--- src/rtl/non_res_div_host.sv ---
`default_nettype none
// ============================================================================
// Module   : non_res_div_host
// Purpose  : Initiator-side sequencer for an 8-bit non-restoring divider.
//            Screens operands for divide-by-zero and quotient overflow,
//            serialises A/Q/M onto in_bus with a one-cycle begin_div strobe,
//            waits (with timeout) for fin, then captures remainder and
//            quotient beats from out_bus.
// Ports    : clk, rst (async, active-high)
//            start, dividend[15:0], divisor[7:0]      system request
//            busy, done, quotient, remainder           system result
//            err_dbz, err_ovf, err_tmo                 sticky error flags
//            begin_div, in_bus[7:0], fin, out_bus[7:0] divider interface
// Revision : 1.0  initial release
// ============================================================================
module non_res_div_host #(
    parameter int TIMEOUT_CYCLES = 64,
    parameter int CNT_W          = 7
) (
    input  logic        clk,
    input  logic        rst,
    input  logic        start,
    input  logic [15:0] dividend,
    input  logic [7:0]  divisor,
    output logic        busy,
    output logic        done,
    output logic [7:0]  quotient,
    output logic [7:0]  remainder,
    output logic        err_dbz,
    output logic        err_ovf,
    output logic        err_tmo,
    output logic        begin_div,
    output logic [7:0]  in_bus,
    input  logic        fin,
    input  logic [7:0]  out_bus
);

    typedef enum logic [2:0] {
        S_IDLE  = 3'd0,
        S_LD_A  = 3'd1,
        S_LD_Q  = 3'd2,
        S_LD_M  = 3'd3,
        S_WAIT  = 3'd4,
        S_CAP_R = 3'd5,
        S_CAP_Q = 3'd6,
        S_DONE  = 3'd7
    } state_t;

    localparam logic [CNT_W-1:0] TMO_LAST = CNT_W'(TIMEOUT_CYCLES - 1);

    state_t      state_q, state_d;
    logic [15:0] dividend_q;
    logic [7:0]  divisor_q;
    logic [CNT_W-1:0] cnt_q;
    logic [7:0]  quot_q, rem_q;
    logic        dbz_q, ovf_q, tmo_q;

    // Operand screening on the raw inputs so the decision is made in IDLE.
    // A zero divisor also satisfies the overflow compare, so dbz is tested first.
    logic is_dbz, is_ovf, tmo_hit;
    assign is_dbz  = (divisor == 8'd0);
    assign is_ovf  = (dividend[15:8] >= divisor);
    // fin takes priority over the terminal count.
    assign tmo_hit = !fin && (cnt_q == TMO_LAST);

    // ---------------- state register ----------------
    always_ff @(posedge clk or posedge rst) begin
        if (rst) state_q <= S_IDLE;
        else     state_q <= state_d;
    end

    // ---------------- next state / outputs ----------------
    always_comb begin
        state_d   = state_q;
        begin_div = 1'b0;
        in_bus    = 8'd0;
        done      = 1'b0;
        busy      = (state_q != S_IDLE);
        case (state_q)
            S_IDLE: begin
                if (start) state_d = (is_dbz || is_ovf) ? S_DONE : S_LD_A;
            end
            S_LD_A: begin
                begin_div = 1'b1;
                in_bus    = dividend_q[15:8];
                state_d   = S_LD_Q;
            end
            S_LD_Q: begin
                in_bus  = dividend_q[7:0];
                state_d = S_LD_M;
            end
            S_LD_M: begin
                in_bus  = divisor_q;
                state_d = S_WAIT;
            end
            S_WAIT: begin
                if (fin)          state_d = S_CAP_R;
                else if (tmo_hit) state_d = S_DONE;
            end
            S_CAP_R: state_d = S_CAP_Q;
            S_CAP_Q: state_d = S_DONE;
            S_DONE: begin
                done    = 1'b1;
                state_d = S_IDLE;
            end
            default: state_d = S_IDLE;
        endcase
    end

    // ---------------- datapath ----------------
    always_ff @(posedge clk or posedge rst) begin
        if (rst) begin
            dividend_q <= 16'd0;
            divisor_q  <= 8'd0;
            cnt_q      <= '0;
            quot_q     <= 8'd0;
            rem_q      <= 8'd0;
            dbz_q      <= 1'b0;
            ovf_q      <= 1'b0;
            tmo_q      <= 1'b0;
        end else begin
            case (state_q)
                S_IDLE: begin
                    if (start) begin
                        dividend_q <= dividend;
                        divisor_q  <= divisor;
                        dbz_q      <= 1'b0;
                        ovf_q      <= 1'b0;
                        tmo_q      <= 1'b0;
                        if (is_dbz) begin
                            dbz_q  <= 1'b1;
                            quot_q <= 8'hFF;
                            rem_q  <= dividend[7:0];
                        end else if (is_ovf) begin
                            ovf_q  <= 1'b1;
                            quot_q <= 8'hFF;
                            rem_q  <= 8'hFF;
                        end
                    end
                end
                S_LD_M: cnt_q <= '0;
                S_WAIT: begin
                    cnt_q <= cnt_q + CNT_W'(1);
                    if (tmo_hit) begin
                        tmo_q  <= 1'b1;
                        quot_q <= 8'd0;
                        rem_q  <= 8'd0;
                    end
                end
                S_CAP_R: rem_q  <= out_bus;   // beat 1: A register
                S_CAP_Q: quot_q <= out_bus;   // beat 2: Q register
                default: ;
            endcase
        end
    end

    assign quotient  = quot_q;
    assign remainder = rem_q;
    assign err_dbz   = dbz_q;
    assign err_ovf   = ovf_q;
    assign err_tmo   = tmo_q;

endmodule
`default_nettype wire

--- config.mk ---
export PLATFORM = sky130hd
export DESIGN_NAME = non_res_div_host
export DESIGN_NICKNAME = d
export VERILOG_FILES = /design/src/rtl/non_res_div_host.sv
export SDC_FILE = /design/constraint.sdc
export NUM_CORES = 1
export LEC_CHECK = 0
export CAP_MARGIN = 20
export CORE_MARGIN = 1
export CORE_UTILIZATION = 30
export CTS_BUF_LIST = sky130_fd_sc_hd__clkbuf_4
export DETAILED_ROUTE_END_ITERATION = 7
export GPL_ROUTABILITY_DRIVEN = 0
export GPL_TIMING_DRIVEN = 0
export HOLD_SLACK_MARGIN = 0.12
export PLACE_DENSITY_LB_ADDON = 0.05
export SLEW_MARGIN = 20
export SYNTH_ARGS = -nofsm -noshare
export SYNTH_HDL_FRONTEND = slang
export SYNTH_SLANG_ARGS = --single-unit
--- constraint.sdc ---
create_clock -name clk -period 2.63 [get_ports clk]
set_input_delay 0.526 -clock clk [delete_from_list [all_inputs] [get_ports clk]]
set_output_delay 0.526 -clock clk [all_outputs]
set_load 0.05 [all_outputs]
* Yosys cells after proc, flatten, opt, wreduce, memory -nomap -nowiden
Cells that the tools add are included.
** Word-level totals
- Bits in registers :: 53
- Input port bits :: 36
- Output and inout port bits :: 30
** Operators by class
- Add/subtract/negate cells :: 1
- $lt $le $gt $ge :: 1
- Equal/unequal tests :: 12
- Mux-type cells :: 23
- Reductions and logical operators :: 15
** Operators with widths (count)
- 8-bit one-hot mux with 3 select lines :: 3
- 8-bit 2-to-1 mux :: 6
- 3-bit one-hot mux with 8 select lines :: 1
- 7-bit one-hot mux with 2 select lines :: 1
- 3-bit equality test (second input constant) :: 4
- 3-bit 2-to-1 mux :: 4
- 3-bit nonzero test :: 3
- 8-bit >= comparator :: 1
- 8-bit zero test :: 1
- 4-bit AND reduction :: 2
- 7-bit by 1-bit adder with 7-bit output (second input constant) :: 1
- 7-bit by 6-bit equality test with 1-bit output (second input constant) :: 1
- 1-bit 2-to-1 mux :: 7
- 3-bit by 2-bit equality test with 1-bit output (second input constant) :: 2
- 3-bit != test (second input constant) :: 2
- 2-bit != test (second input constant) :: 2
- 2-bit AND reduction :: 2
- 2-bit nonzero test :: 2
- 3-bit by 1-bit equality test with 1-bit output (second input constant) :: 1
- 3-bit zero test :: 1
- 3-bit AND reduction :: 1
- 1-bit one-hot mux with 2 select lines :: 1
- 1-bit logical AND :: 1
- 1-bit zero test :: 1
- 1-bit logical OR :: 1

* Longest topological paths before layout
- Depth after elaboration :: 5
- Depth in mapped cells :: 7
- Gate-level depth less buffers :: 7

* Worst setup path before layout
Ideal clock, no wire load.
- Kind :: reg2out
- Start point :: reg state_q[0]
- End point :: out in_bus[3]
- Arrival time :: 1.826 ns
- Required time :: 2.104 ns
- Setup slack :: 0.278 ns
- Cell stages (with the launch flop) :: 6
- Path through :: dfrtp_1 -> buf_2 -> buf_1 -> clkbuf_1 -> a22oi_1 -> nor2_1
** On the way
- Word-level cells in the longest chain between the ends :: 2
** RTL lines
- from (decl) :: line 51 : state_t state_q, state_d;
- from (signal assigned) :: line 69 : else state_q <= state_d;
- 3-bit by 2-bit equality test with 1-bit output or 3-bit by 1-bit equality test with 1-bit output (tied branches) :: line 79 : case (state_q)
- 8-bit one-hot mux with 3 select lines (*) :: line 79
- to (decl) :: line 33 : output logic [7:0] in_bus,
Mark *: on every way between the ends. The rest lies on a longest branch, timed or not.

* Worst setup path after layout
- Start point :: reg state_q[1]
- End point :: out done
** On the way
- Word-level cells in the longest chain between the ends :: 2
** RTL lines
- 3-bit equality test :: line 79
- 1-bit 2-to-1 mux :: line 79
- to (decl) :: line 26 : output logic done,
No other way between the ends.

==> out/summary.txt <==
Routed Antenna Nets - 0
Worst-Margin Slew - 784 ps
syn avg cell area - 8.83 um^2
Cell Area, Synth - 0.00279 mm^2
Die X - 98.4 um
Critical Path RT - 2100 ps
Die ar. - 0.00969 mm^2
crit path launch type - flop
fill cell count - 935
first-pass GRT wire length - 13200 um
CP max stage cell - clkdlybuf4s18_2
I/O Buffers - 65
Worst Setup End Kind - primary output
Starting Density - 31.5%
number of max-slew violations in the final report - 0
GR Util All Layers - 17.4%
Antenna Diode Count - 0
DR vias - 2491
PnR worst setup slack - 79.2 ps
CP arrival - 2020 ps
multi-input logic area - 0.00136 mm^2
clk_lat worst skew - 370 ps
leading cell type in the layout, fill and taps excluded - nand2_1
CP Buf/Inv Count - 3
maximum clock rate - 392 MHz
Tcrit/Tclk final - 97.0%
Yosys warning count - 0
clock share of power - 11.2%
CTS tree - built
max-cap check violation count - 0
Die H - 98.4 um
Post-CTS Hold Fix Bufs - 0
switching portion of total power - 47.0%
Hold Violations, Final - 0
met1 Use GR - 23.9%
combinational cell fraction of total power - 57.6%
GRT met3 Usage - 3.76%
worst-path maximum fanout - 10
Hold Slack - 424 ps
Pwr Total - 0.00418 W
DRC - 5
Largest stage delay, worst path - 390 ps
switching power - 0.00196 W
post-synthesis net count - 361
most frequent cells in the layout - nand2_1 (77), clkdlybuf4s50_1 (54), dfrtp_1 (53)
met2 Track Usage GR - 27.8%
Max clock buf depth - 2
WL/cell - 15.7 um
Pint - 0.00222 W
CP Class - reg2out
Post-layout nets - 435
post-synthesis mux area share - 6.46%
compound-cell area share of the yosys netlist - 17.7%
layout cells sized above 1 - 13.6%
Seq/Total Area, Yosys - 47.5%
Congestion Overflow GR - 0
routed wire length - 7820 um
Synth Area in Adders - 4.04%
crit path time final - 2550 ps
unrepaired setup endpoints after global routing - true
Post-Synth Simple-Gate Area - 20.2%
Main synth FF type - dfrtp_1
vias per inst - 4.99
CP Cell Sequence - buf_2 -> buf_4 -> nand2_1 -> nor2_1 -> clkdlybuf4s18_2
Worst slew margin - 47.5%
Yosys reg bits - 53
Unique masters post-synth - 36
largest family of logic cells by synthesized area - simple AND/OR/NAND/NOR gates
# setup viols final - 0
Worst Hold Class - in2async
skew final - 21.7 ps
Most Crowded Layer GR - met2
Inserted Clock Buffers - 5
core area - 0.00885 mm^2
FF+latch area - 0.00133 mm^2
initial antenna violation count - 0
fin util - 41.7%
post-synthesis xor/xnor area fraction - 0%
Post-Place Worst Slack - -387 ps
Top delay family on crit path - buffers and inverters
H-tree levels - 2
Sequential Power Share - 31.2%
IO Pins - 66
failing checks - DRC
ys async rst share - 100%
leak pwr - 1.62 nW
vias in the first global route - 2638
drt first pass iters - 7
Initial DRC Count - 171
CTS Sinks - 53
Post-synth EDFFs - 0
Post-DP HPWL - 5910 um
pin count of the biggest net entering global routing - 36
setup_tns - 0 ps
row count - 34
status - complete, but fails checks
PD cells - 1130 mW/mm^2
Synth Instances - 316
clk slew on worst S/H paths - 160 ps
Area Overhead vs Synth - 32.2%
clock root buffer - clkbuf_4
worst vdd ir - 0.419 mV
[registers in the layout (all words and copies together) (netlist names)]
| register | flops |
|---|---|
| quotient | 8 |
| err_tmo | 1 |
| remainder | 8 |
| divisor_q | 8 |
| err_dbz | 1 |
| cnt_q | 7 |
| err_ovf | 1 |
| dividend_q | 16 |
| state_q | 3 |
[path summary, 6_finish.rpt]
kind,from,to,slack [ps],cells past startpoint
worst max-delay path,state_q[1],done,80,5
worst min-delay path,rst,dividend_q[11],420,2
worst max register to register,state_q[2],remainder[3],390,6
worst min register to register,dividend_q[14],dividend_q[14],500,2
max in group asynchronous,rst,dividend_q[5],1730,3
min in group clk,dividend_q[14],dividend_q[14],500,2
[power by group through the flow]
stage / registers [W] / logic (W) / clock network [W]
floorplan: 0.00167 / 0.00130 / 0
global placement: 0.00132 / 0.00239 / 0
detailed placement: 0.00132 / 0.00240 / 0
CTS: 0.00131 / 0.00241 / 0.000483
global route: 0.00135 / 0.00261 / 0.000512
finish: 0.00130 / 0.00241 / 0.000468
[timing repair]
item | 4_1_cts | 5_1_grt
pin swaps | 0 | 1
gates resized for setup | 36 | 14
endpoints found under the setup margin | 11 | 19
setup buffers | 0 | 1
[layout make-up]
class                   instances  area share (%)
multi-input cells             234            36.8
flip-flops and latches         53            36.0
repair buffers                 67            18.1
well taps                     108            3.66
plain buffers                  16            1.97
inverters                      13            1.39
clock buffers                   6            1.22
clock inverters                 2           0.916
[layer usage]
layer,vias to the layer above,share of wire [%]
li1,1238,-
met1,1182,50
met2,62,44
met3,9,4.7
met4,0,1.5
met5,-,0
[cell usage after synthesis (2+ instances only)]
library cell / n / share of area [%]
nand2_1: 77 / 10
a211oi_1: 2 / 0.54
buf_2: 5 / 0.90
o21a_1: 8 / 2.2
ha_1: 9 / 4.0
a311oi_1: 2 / 0.63
clkbuf_1: 9 / 1.2
a22oi_1: 8 / 2.2
a31oi_1: 3 / 0.67
mux2_2: 16 / 6.5
buf_1: 2 / 0.27
nor2_1: 28 / 3.8
nor4_1: 3 / 0.67
inv_1: 12 / 1.6
nand3_1: 2 / 0.36
a21oi_1: 22 / 3.9
and3_1: 3 / 0.67
o21ai_0: 21 / 3.8
nor3_1: 15 / 2.7
dfrtp_1: 53 / 48
[logic make-up (layout without fill, tap and decap cells)]
family	Yosys count	count (layout)
and+or+nand+nor	134	134
buffers and inverters	29	104
DFF	53	53
muxes	16	16
AOI/OAI and AO/OA	75	75
adders and majority gates	9	9
[stage by stage]
stage          instance area [um^2]  std cells
4_1_cts                        3700        498
5_1_grt                        3690        499
2_1_floorplan                  2790        316
6_report                       3690        499
3_5_place_dp                   3600        490
3_3_place_gp                   3580        489
(Power assumes the default switching activity.)
